===== src/rtl/daq_spi_pkg.sv =====
`default_nettype none
// ============================================================================
// Module      : daq_spi_pkg
// Description : Word-layout constants and serial helpers shared by the
//               DAQ SPI front end (frame sequencer, DAC and ADC lanes).
// Revision    : 1.0 - initial release
// ============================================================================
package daq_spi_pkg;

  localparam int DAC_PAD_W      = 2;   // trailing zero pad of a DAC word
  localparam int ADC_LEAD_ZEROS = 4;   // leading zero bits of an ADC reading
  localparam int DATA_W         = 12;  // sample width for DAC and ADC
  localparam int CNT_W          = 6;   // frame phase counter width
  localparam int WORD_W         = DATA_W + ADC_LEAD_ZEROS;  // 16-bit SPI word
  localparam int ADC_CH_W       = 3;

  // DAC command word: power-down code, sample, zero pad
  function automatic logic [WORD_W-1:0] dac_word(input logic [1:0]        pd,
                                                  input logic [DATA_W-1:0] data);
    dac_word = {pd, data, {DAC_PAD_W{1'b0}}};
  endfunction

  // ADC control word: channel address in bits 13..11, everything else zero
  function automatic logic [WORD_W-1:0] adc_word(input logic [ADC_CH_W-1:0] ch);
    adc_word = {2'b00, ch, 11'b0};
  endfunction

  // Bit presented on a mosi line for a given frame phase: MSB first over
  // phases 2..P-1, two phases per bit, and 0 outside the bit phases
  function automatic logic serial_bit(input logic [WORD_W-1:0] word,
                                      input logic [CNT_W-1:0]  cnt);
    logic [CNT_W-1:0] b;
    b          = (cnt - CNT_W'(2)) >> 1;
    serial_bit = 1'b0;
    if (cnt >= CNT_W'(2) && b < CNT_W'(WORD_W)) begin
      serial_bit = word[4'd15 - b[3:0]];
    end
  endfunction

endpackage
`default_nettype wire


===== src/rtl/daq_spi_frontend_if.sv =====
`default_nettype none
// ============================================================================
// Module      : daq_spi_frontend_if
// Description : Bus bundle between the DAQ SPI front end (master side) and
//               its user logic / converter pins (slave side).
// Revision    : 1.0 - initial release
// ============================================================================
interface daq_spi_frontend_if;
  import daq_spi_pkg::*;

  logic                ss;
  logic                sclk;
  logic                dac_sclk;
  logic                ready;
  logic [CNT_W-1:0]    cnt;
  logic [1:0]          dac_pd;
  logic [DATA_W-1:0]   dac_data_a;
  logic [DATA_W-1:0]   dac_data_b;
  logic                dac_mosi_a;
  logic                dac_mosi_b;
  logic [ADC_CH_W-1:0] adc_channel;
  logic                adc_miso_a;
  logic                adc_miso_b;
  logic                adc_mosi_a;
  logic                adc_mosi_b;
  logic [DATA_W-1:0]   adc_data_a;
  logic [DATA_W-1:0]   adc_data_b;

  modport master (
    output ss, sclk, dac_sclk, ready, cnt,
    output dac_mosi_a, dac_mosi_b, adc_mosi_a, adc_mosi_b,
    output adc_data_a, adc_data_b,
    input  dac_pd, dac_data_a, dac_data_b, adc_channel, adc_miso_a, adc_miso_b
  );

  modport slave (
    input  ss, sclk, dac_sclk, ready, cnt,
    input  dac_mosi_a, dac_mosi_b, adc_mosi_a, adc_mosi_b,
    input  adc_data_a, adc_data_b,
    output dac_pd, dac_data_a, dac_data_b, adc_channel, adc_miso_a, adc_miso_b
  );

endinterface
`default_nettype wire


===== src/rtl/daq_spi_frontend_seq.sv =====
`default_nettype none
// ============================================================================
// Module      : spi_frame_seq
// Description : Free-running frame sequencer: phase counter, ready strobe,
//               shared chip select and ADC serial clock.
// Revision    : 1.0 - initial release
// ============================================================================
module spi_frame_seq
  import daq_spi_pkg::*;
#(
  parameter logic CPOL  = 1'b1,
  parameter logic SS    = 1'b1,
  parameter int   BYTES = 2
) (
  input  logic             clk,
  input  logic             reset,
  output logic [CNT_W-1:0] cnt,
  output logic             ready,
  output logic             ss,
  output logic             sclk
);

  localparam int               PERIOD   = 16 * BYTES + 2;
  localparam logic [CNT_W-1:0] LAST_CNT = CNT_W'(PERIOD - 1);

  logic [CNT_W-1:0] cnt_d;
  logic [CNT_W-1:0] cnt_q;

  // Next phase: count up through the frame and wrap at the last phase
  always_comb begin
    cnt_d = (cnt_q == LAST_CNT) ? '0 : cnt_q + CNT_W'(1);
  end

  // Phase counter register
  always_ff @(posedge clk or posedge reset) begin
    if (reset) begin
      cnt_q <= '0;
    end else begin
      cnt_q <= cnt_d;
    end
  end

  // Decode strobes: phase 0 is the idle gap, bits toggle sclk on odd phases
  always_comb begin
    cnt   = cnt_q;
    ready = (cnt_q == '0) && !reset;
    ss    = (cnt_q == '0) ? SS : ~SS;
    sclk  = (cnt_q >= CNT_W'(2) && cnt_q[0]) ? ~CPOL : CPOL;
  end

endmodule
`default_nettype wire


===== src/rtl/daq_spi_frontend_ser.sv =====
`default_nettype none
// ============================================================================
// Module      : spi_dac_ser / spi_adc_ser
// Description : Per-converter serial lanes driven by the shared frame phase.
//               DAC lane shifts out a command word; ADC lane shifts out its
//               channel word and collects the conversion result.
// Revision    : 1.0 - initial release
// ============================================================================
module spi_dac_ser
  import daq_spi_pkg::*;
(
  input  logic              clk,
  input  logic              reset,
  input  logic [CNT_W-1:0]  cnt,
  input  logic [1:0]        pd,
  input  logic [DATA_W-1:0] data,
  output logic              mosi
);

  logic [WORD_W-1:0] word_d;
  logic [WORD_W-1:0] word_q;

  // Take a fresh command word only at the frame boundary
  always_comb begin
    word_d = (cnt == '0) ? dac_word(pd, data) : word_q;
  end

  // Captured frame word
  always_ff @(posedge clk or posedge reset) begin
    if (reset) begin
      word_q <= '0;
    end else begin
      word_q <= word_d;
    end
  end

  // Serial data straight from the phase counter and captured word
  always_comb begin
    mosi = serial_bit(word_q, cnt);
  end

endmodule

module spi_adc_ser
  import daq_spi_pkg::*;
#(
  parameter int BYTES = 2
) (
  input  logic                clk,
  input  logic                reset,
  input  logic [CNT_W-1:0]    cnt,
  input  logic [ADC_CH_W-1:0] channel,
  input  logic                miso,
  output logic                mosi,
  output logic [DATA_W-1:0]   data
);

  localparam logic [CNT_W-1:0] LAST_CNT = CNT_W'(16 * BYTES + 1);

  logic [WORD_W-1:0] word_d;
  logic [WORD_W-1:0] word_q;
  logic [WORD_W-1:0] shift_d;
  logic [WORD_W-1:0] shift_q;
  logic [DATA_W-1:0] data_d;
  logic [DATA_W-1:0] data_q;
  logic              unused_shift_msbs;

  // Capture channel word at frame start; sample miso at the end of each bit;
  // publish the result including the bit sampled on the frame's last edge
  always_comb begin
    word_d  = (cnt == '0) ? adc_word(channel) : word_q;
    shift_d = cnt[0] ? {shift_q[WORD_W-2:0], miso} : shift_q;
    data_d  = (cnt == LAST_CNT) ? shift_d[DATA_W-1:0] : data_q;
  end

  // Lane registers
  always_ff @(posedge clk or posedge reset) begin
    if (reset) begin
      word_q  <= '0;
      shift_q <= '0;
      data_q  <= '0;
    end else begin
      word_q  <= word_d;
      shift_q <= shift_d;
      data_q  <= data_d;
    end
  end

  // Serial channel address and held conversion result
  always_comb begin
    mosi = serial_bit(word_q, cnt);
    data = data_q;
  end

  // Leading zero bits of the reading are shifted in but never published
  assign unused_shift_msbs = ^shift_d[WORD_W-1:DATA_W];

endmodule
`default_nettype wire


===== src/rtl/daq_spi_frontend.sv =====
`default_nettype none
// ============================================================================
// Module      : daq_spi_frontend
// Description : SPI front end for two DACs and two ADCs sharing one chip
//               select, running back-to-back frames forever.
// Revision    : 1.0 - initial release
// ============================================================================
module daq_spi_frontend
  import daq_spi_pkg::*;
#(
  parameter logic CPOL  = 1'b1,
  parameter logic SS    = 1'b1,
  parameter int   BYTES = 2
) (
  input  logic                      clk,
  input  logic                      reset,
  daq_spi_frontend_if.master        bus
);

  spi_frame_seq #(
    .CPOL  (CPOL),
    .SS    (SS),
    .BYTES (BYTES)
  ) u_seq (
    .clk   (clk),
    .reset (reset),
    .cnt   (bus.cnt),
    .ready (bus.ready),
    .ss    (bus.ss),
    .sclk  (bus.sclk)
  );

  // DAC clock is the inverse of the ADC clock
  always_comb begin
    bus.dac_sclk = ~bus.sclk;
  end

  spi_dac_ser u_dac_a (
    .clk   (clk),
    .reset (reset),
    .cnt   (bus.cnt),
    .pd    (bus.dac_pd),
    .data  (bus.dac_data_a),
    .mosi  (bus.dac_mosi_a)
  );

  spi_dac_ser u_dac_b (
    .clk   (clk),
    .reset (reset),
    .cnt   (bus.cnt),
    .pd    (bus.dac_pd),
    .data  (bus.dac_data_b),
    .mosi  (bus.dac_mosi_b)
  );

  spi_adc_ser #(.BYTES(BYTES)) u_adc_a (
    .clk     (clk),
    .reset   (reset),
    .cnt     (bus.cnt),
    .channel (bus.adc_channel),
    .miso    (bus.adc_miso_a),
    .mosi    (bus.adc_mosi_a),
    .data    (bus.adc_data_a)
  );

  spi_adc_ser #(.BYTES(BYTES)) u_adc_b (
    .clk     (clk),
    .reset   (reset),
    .cnt     (bus.cnt),
    .channel (bus.adc_channel),
    .miso    (bus.adc_miso_b),
    .mosi    (bus.adc_mosi_b),
    .data    (bus.adc_data_b)
  );

endmodule
`default_nettype wire


===== src/flat_wrapper.sv =====
// flat-port wrapper written by rule: the top's interface ports become plain ports
module daq_spi_frontend_flat import daq_spi_pkg::*;
#(
  parameter logic CPOL  = 1'b1,
  parameter logic SS    = 1'b1,
  parameter int   BYTES = 2
)
  (clk, reset, bus_ss, bus_sclk, bus_dac_sclk, bus_ready, bus_cnt, bus_dac_mosi_a, bus_dac_mosi_b, bus_adc_mosi_a, bus_adc_mosi_b, bus_adc_data_a, bus_adc_data_b, bus_dac_pd, bus_dac_data_a, bus_dac_data_b, bus_adc_channel, bus_adc_miso_a, bus_adc_miso_b);
  daq_spi_frontend_if bus_i ();
  input  logic clk;
  input  logic reset;
  output wire logic [$bits(bus_i.ss)-1:0] bus_ss;
  output wire logic [$bits(bus_i.sclk)-1:0] bus_sclk;
  output wire logic [$bits(bus_i.dac_sclk)-1:0] bus_dac_sclk;
  output wire logic [$bits(bus_i.ready)-1:0] bus_ready;
  output wire logic [$bits(bus_i.cnt)-1:0] bus_cnt;
  output wire logic [$bits(bus_i.dac_mosi_a)-1:0] bus_dac_mosi_a;
  output wire logic [$bits(bus_i.dac_mosi_b)-1:0] bus_dac_mosi_b;
  output wire logic [$bits(bus_i.adc_mosi_a)-1:0] bus_adc_mosi_a;
  output wire logic [$bits(bus_i.adc_mosi_b)-1:0] bus_adc_mosi_b;
  output wire logic [$bits(bus_i.adc_data_a)-1:0] bus_adc_data_a;
  output wire logic [$bits(bus_i.adc_data_b)-1:0] bus_adc_data_b;
  input wire logic [$bits(bus_i.dac_pd)-1:0] bus_dac_pd;
  input wire logic [$bits(bus_i.dac_data_a)-1:0] bus_dac_data_a;
  input wire logic [$bits(bus_i.dac_data_b)-1:0] bus_dac_data_b;
  input wire logic [$bits(bus_i.adc_channel)-1:0] bus_adc_channel;
  input wire logic [$bits(bus_i.adc_miso_a)-1:0] bus_adc_miso_a;
  input wire logic [$bits(bus_i.adc_miso_b)-1:0] bus_adc_miso_b;
  assign bus_ss = bus_i.ss;
  assign bus_sclk = bus_i.sclk;
  assign bus_dac_sclk = bus_i.dac_sclk;
  assign bus_ready = bus_i.ready;
  assign bus_cnt = bus_i.cnt;
  assign bus_dac_mosi_a = bus_i.dac_mosi_a;
  assign bus_dac_mosi_b = bus_i.dac_mosi_b;
  assign bus_adc_mosi_a = bus_i.adc_mosi_a;
  assign bus_adc_mosi_b = bus_i.adc_mosi_b;
  assign bus_adc_data_a = bus_i.adc_data_a;
  assign bus_adc_data_b = bus_i.adc_data_b;
  assign bus_i.dac_pd = bus_dac_pd;
  assign bus_i.dac_data_a = bus_dac_data_a;
  assign bus_i.dac_data_b = bus_dac_data_b;
  assign bus_i.adc_channel = bus_adc_channel;
  assign bus_i.adc_miso_a = bus_adc_miso_a;
  assign bus_i.adc_miso_b = bus_adc_miso_b;
  daq_spi_frontend #(.CPOL(CPOL), .SS(SS), .BYTES(BYTES)) u_core (.clk(clk), .reset(reset), .bus(bus_i));
endmodule

===== config.mk =====
export PLATFORM = sky130hd
export DESIGN_NAME = daq_spi_frontend_flat
export DESIGN_NICKNAME = d
export VERILOG_FILES = /design/src/rtl/daq_spi_pkg.sv /design/src/rtl/daq_spi_frontend_if.sv /design/src/rtl/daq_spi_frontend_seq.sv /design/src/rtl/daq_spi_frontend_ser.sv /design/src/rtl/daq_spi_frontend.sv /design/src/flat_wrapper.sv
export SDC_FILE = /design/constraint.sdc
export NUM_CORES = 1
export LEC_CHECK = 0
export CAP_MARGIN = 30
export CORE_MARGIN = 1
export CORE_UTILIZATION = 50
export DETAILED_ROUTE_END_ITERATION = 16
export PLACE_DENSITY = 0.85
export SETUP_SLACK_MARGIN = 0.5
export SYNTH_ARGS = -nofsm -noshare
export SYNTH_HDL_FRONTEND = slang
export SYNTH_HIERARCHICAL = 1
export SYNTH_SLANG_ARGS = --single-unit
export TNS_END_PERCENT = 30

===== constraint.sdc =====
create_clock -name clk -period 3.2 [get_ports clk]
set_input_delay 0.64 -clock clk [delete_from_list [all_inputs] [get_ports clk]]
set_output_delay 0.64 -clock clk [all_outputs]
set_load 0.01 [all_outputs]

==> results.py <==
metrics = {
    "pwr": {
        "vdd_drop_max_uv": 254.4,
        "power.density_nw_per_um2": 389.6,
        "leakage_nw": 2.554,
    },
    "floorplan": {
        "dieHeight_um": 95.25,
        "start_util": 0.5239,
        "dieArea_sq_um": 9073,
        "rows": 33,
        "ios": 71,
        "core-area_sq_um": 8299,
        "die_x_um": 95.25,
    },
    "cts": {
        "cts_buffer_depth": 2,
        "cts_tree": "built",
        "clock-sinks": 88,
        "clk_pin_slew_ns": 0.09,
        "htreeDepth": 3,
        "cts_root_buf": "clkbuf_8",
        "cts_buffers": 9,
        "worstSkewPairLatency_ns": 0.36,
    },
    "placed_design": {
        "globalplace.congestion": 0.8128,
        "hpwl_mm": 5.724,
        "dp.cells": 478,
        "io_buffers": 70,
        "pre_cts_slack_ns": 0.2158,
    },
    "synth": {
        "yosys_warnings": 6,
        "synth.top_cell.area_share": 0.5065,
        "ys_ff_latch": 88,
        "syn_area_per_cell_sq_um": 14.69,
        "yosysUniqueCellTypes": 39,
        "netlist_area_sq_um": 4348,
        "syn_inst": 296,
        "ys_seq_area_frac": 0.5065,
        "synth_fp_nets": 337,
        "yosys-top-cells-area": "dfrtp_1, mux2_4, mux2_2, ha_1, mux2i_1",
        "yosysTopAreaCell": "dfrtp_1",
    },
    "timing": {
        "relSlewSlack": 0.6278,
        "period_needed_ns": 2.849,
        "post-route-period-util": 0.8903,
        "drv_slew": 0,
        "setup_violations": 0,
        "finalSetupTns_ns": 0,
        "hold_viol_final": 0,
        "clock.fmax_mhz": 351.0,
        "rsz0062_at_grt": "true",
        "tightest_slew_ns": 0.5576,
        "skew_ns": 0.01090,
        "finalWorstSetupSlack_ns": 0.3509,
    },
    "global_routing": {
        "grt-ovfl-total": 0,
        "grt_use_total": 0.2103,
        "grt_max_degree": 28,
        "grt_pass1_wl_mm": 14.25,
        "grt_pass1_vias": 2926,
        "antenna_found_initial": 0,
    },
    "min_path": {
        "holdCritPathClass": "reg -> reg",
        "min_to": "u_core/u_dac_a/word_q[11]",
        "hold_depth": 1,
        "hold_path.startpoint": "u_core/u_dac_a/word_q[11]",
    },
    "setup_path": {
        "cp_max_fo": 8,
        "critPathLaunchType": "register",
        "cp-startpoint": "u_core/u_seq/cnt[1]",
        "ff2ff_path_depth": 5,
        "crit_type": "reg -> out",
        "r2r-end": "u_core/u_adc_b/data[1]",
        "endpoint_kind": "output pin",
        "rr_startpoint": "u_core/u_seq/cnt[1]",
        "arrival_ns": 2.21,
        "rrSetupSlack_ns": 1.24,
        "worstPathRequired_ns": 2.56,
    },
    "cells_and_area": {
        "n_fill_cell": 600,
        "multi_input_area_sq_um": 2052,
        "fin_cells": 511,
        "nets": 442,
        "final_layout_size_suffix_gt1_frac": 0.4236,
        "seqCellArea_sq_um": 2207,
        "n_antenna_cell": 0,
        "synthToLayoutAreaGrowth_pct": 29.50,
    },
    "drt": {
        "first_pass_iters": 4,
        "wl_per_cell_um": 17.40,
        "drt_wl_total_mm": 8.893,
        "drcViolationCount": 0,
        "viasPerCell": 5.399,
        "vias": 2759,
        "route.antenna.remaining_nets": 0,
        "drt_iter0_markers": 66,
    },
    "run": {
        "drv_cap": 0,
    },
    "run_status": {
        "outcome": "finished, final reports clean",
    },
}
==> cells by family (layout without fill, tap and decap cells) <==
| family | after synthesis | after routing | synth area share |
|---|---|---|---|
| mux | 98 | 98 | 0.3001 |
| flops | 88 | 88 | 0.5065 |
| simple gates | 46 | 46 | 0.07309 |
| buf+inv | 26 | 136 | 0.04057 |
| compound gates | 22 | 22 | 0.03712 |
| fa+ha+maj | 8 | 8 | 0.02302 |
| xor+xnor | 8 | 8 | 0.01957 |
==> worst max-delay path: stages (launching register included) <==
cell       delay [ns]
dfrtp_2          0.43
buf_4            0.14
buf_6            0.12
inv_1            0.08
ha_4             0.18
or2_2            0.29
a221oi_2         0.23
a2bb2oi_1        0.20
buf_2            0.17
==> cells in the final DEF (no fill, tap or decap), types with 4 or more instances in the layout <==
cell type,synthesis,routed
nand2_1,5,5
mux4_2,2,4
a31oi_1,7,6
dfrtp_2,0,4
clkdlybuf4s50_1,0,66
ha_1,8,4
a21oi_1,5,5
nor2_1,9,9
inv_1,17,15
clkbuf_8,0,10
buf_2,1,4
dfrtp_1,88,84
mux2_4,42,42
mux2i_1,7,7
mux2_2,45,45
xnor2_1,4,4
buf_4,0,28
==> worst max path at each step <==
stage	end	slack (ns)	cells after the start
floorplan	bus_dac_mosi_a	0.56	7
global placement	bus_dac_mosi_b	0.30	7
detailed placement	bus_dac_mosi_a	0.22	7
CTS	bus_dac_mosi_a	0.40	8
global route	bus_adc_mosi_a	0.24	8
finish	bus_adc_mosi_a	0.35	8
==> registers in the layout (all words and copies together), names as in the netlist <==
| register | count |
|---|---|
| u_core/u_dac_a/word_q | 14 |
| u_core/u_adc_a/shift_q | 12 |
| u_core/u_adc_a/data | 12 |
| u_core/u_seq/cnt | 6 |
| u_core/u_adc_a/word_q | 3 |
| u_core/u_adc_b/data | 12 |
| u_core/u_dac_b/word_q | 14 |
| u_core/u_adc_b/shift_q | 12 |
| u_core/u_adc_b/word_q | 3 |
==> cell usage after synthesis <==
library cell / n
nand4_1: 3
a31oi_1: 7
and2_0: 2
mux4_1: 2
or3b_1: 1
mux4_2: 2
nor3_1: 3
a221oi_1: 2
nand2_1: 5
nor2_1: 9
or3_1: 2
nand2b_1: 2
and3_4: 2
xnor2_1: 4
buf_6: 6
ha_1: 8
a21oi_1: 5
xnor2_2: 2
a32oi_1: 2
mux2i_1: 7
dfrtp_1: 88
or4b_1: 2
buf_12: 2
xor2_1: 2
mux2_2: 45
nand2_2: 2
a211oi_2: 2
and2_1: 1
mux2_4: 42
nor4_2: 3
and3_1: 1
nand3_1: 2
o21bai_1: 2
or2_2: 2
nand3b_1: 2
a2bb2oi_1: 2
nor4_4: 2
buf_2: 1
inv_1: 17
==> where the power goes <==
group	internal, mW	total (mW)	switching (mW)
logic	0.125	0.193	0.0676
clock network	0.393	0.807	0.414
registers	1.16	1.19	0.0296
total	1.68	2.19	0.511
==> metal layers <==
metal | track usage | part of all wire | vias to the layer above
met3 | 0.04864 | 0.052 | 15
met2 | 0.3655 | 0.51 | 76
li1 | - | - | 1278
met4 | 0.07449 | 0.017 | 0
met5 | 0 | 0 | -
met1 | 0.2547 | 0.42 | 1390
==> final cells by class <==
cell class / count / area share
sequential: 88 / 0.3920
multi-input combinational: 182 / 0.3644
timing repair buffer: 103 / 0.1704
clock buffer: 10 / 0.02444
tap: 105 / 0.02333
clock inverter: 6 / 0.01311
inverter: 17 / 0.01222
==> what timing repair did <==
item | CTS | global route
resized for setup | 42 | 2
buffers inserted | 17 | 0
endpoints found under the setup margin | 8 | 8
pin swaps | 11 | 0
hold buffers | 0 | 0
==> per-stage QoR <==
stage / instance area, sq um / utilization / hold slack [ns] / power, mW
finish: 5630 / 0.6784 / 0.5046 / 2.194
detailed placement: 5190 / 0.6254 / 0.4845 / 1.409
global route: 5630 / 0.6784 / 0.5277 / 2.291
global placement: 5190 / 0.6254 / 0.4847 / 1.402
CTS: 5614 / 0.6765 / 0.5109 / 2.227
floorplan: 4350 / - / 0.4361 / 1.305
(Power assumes the default switching activity.)
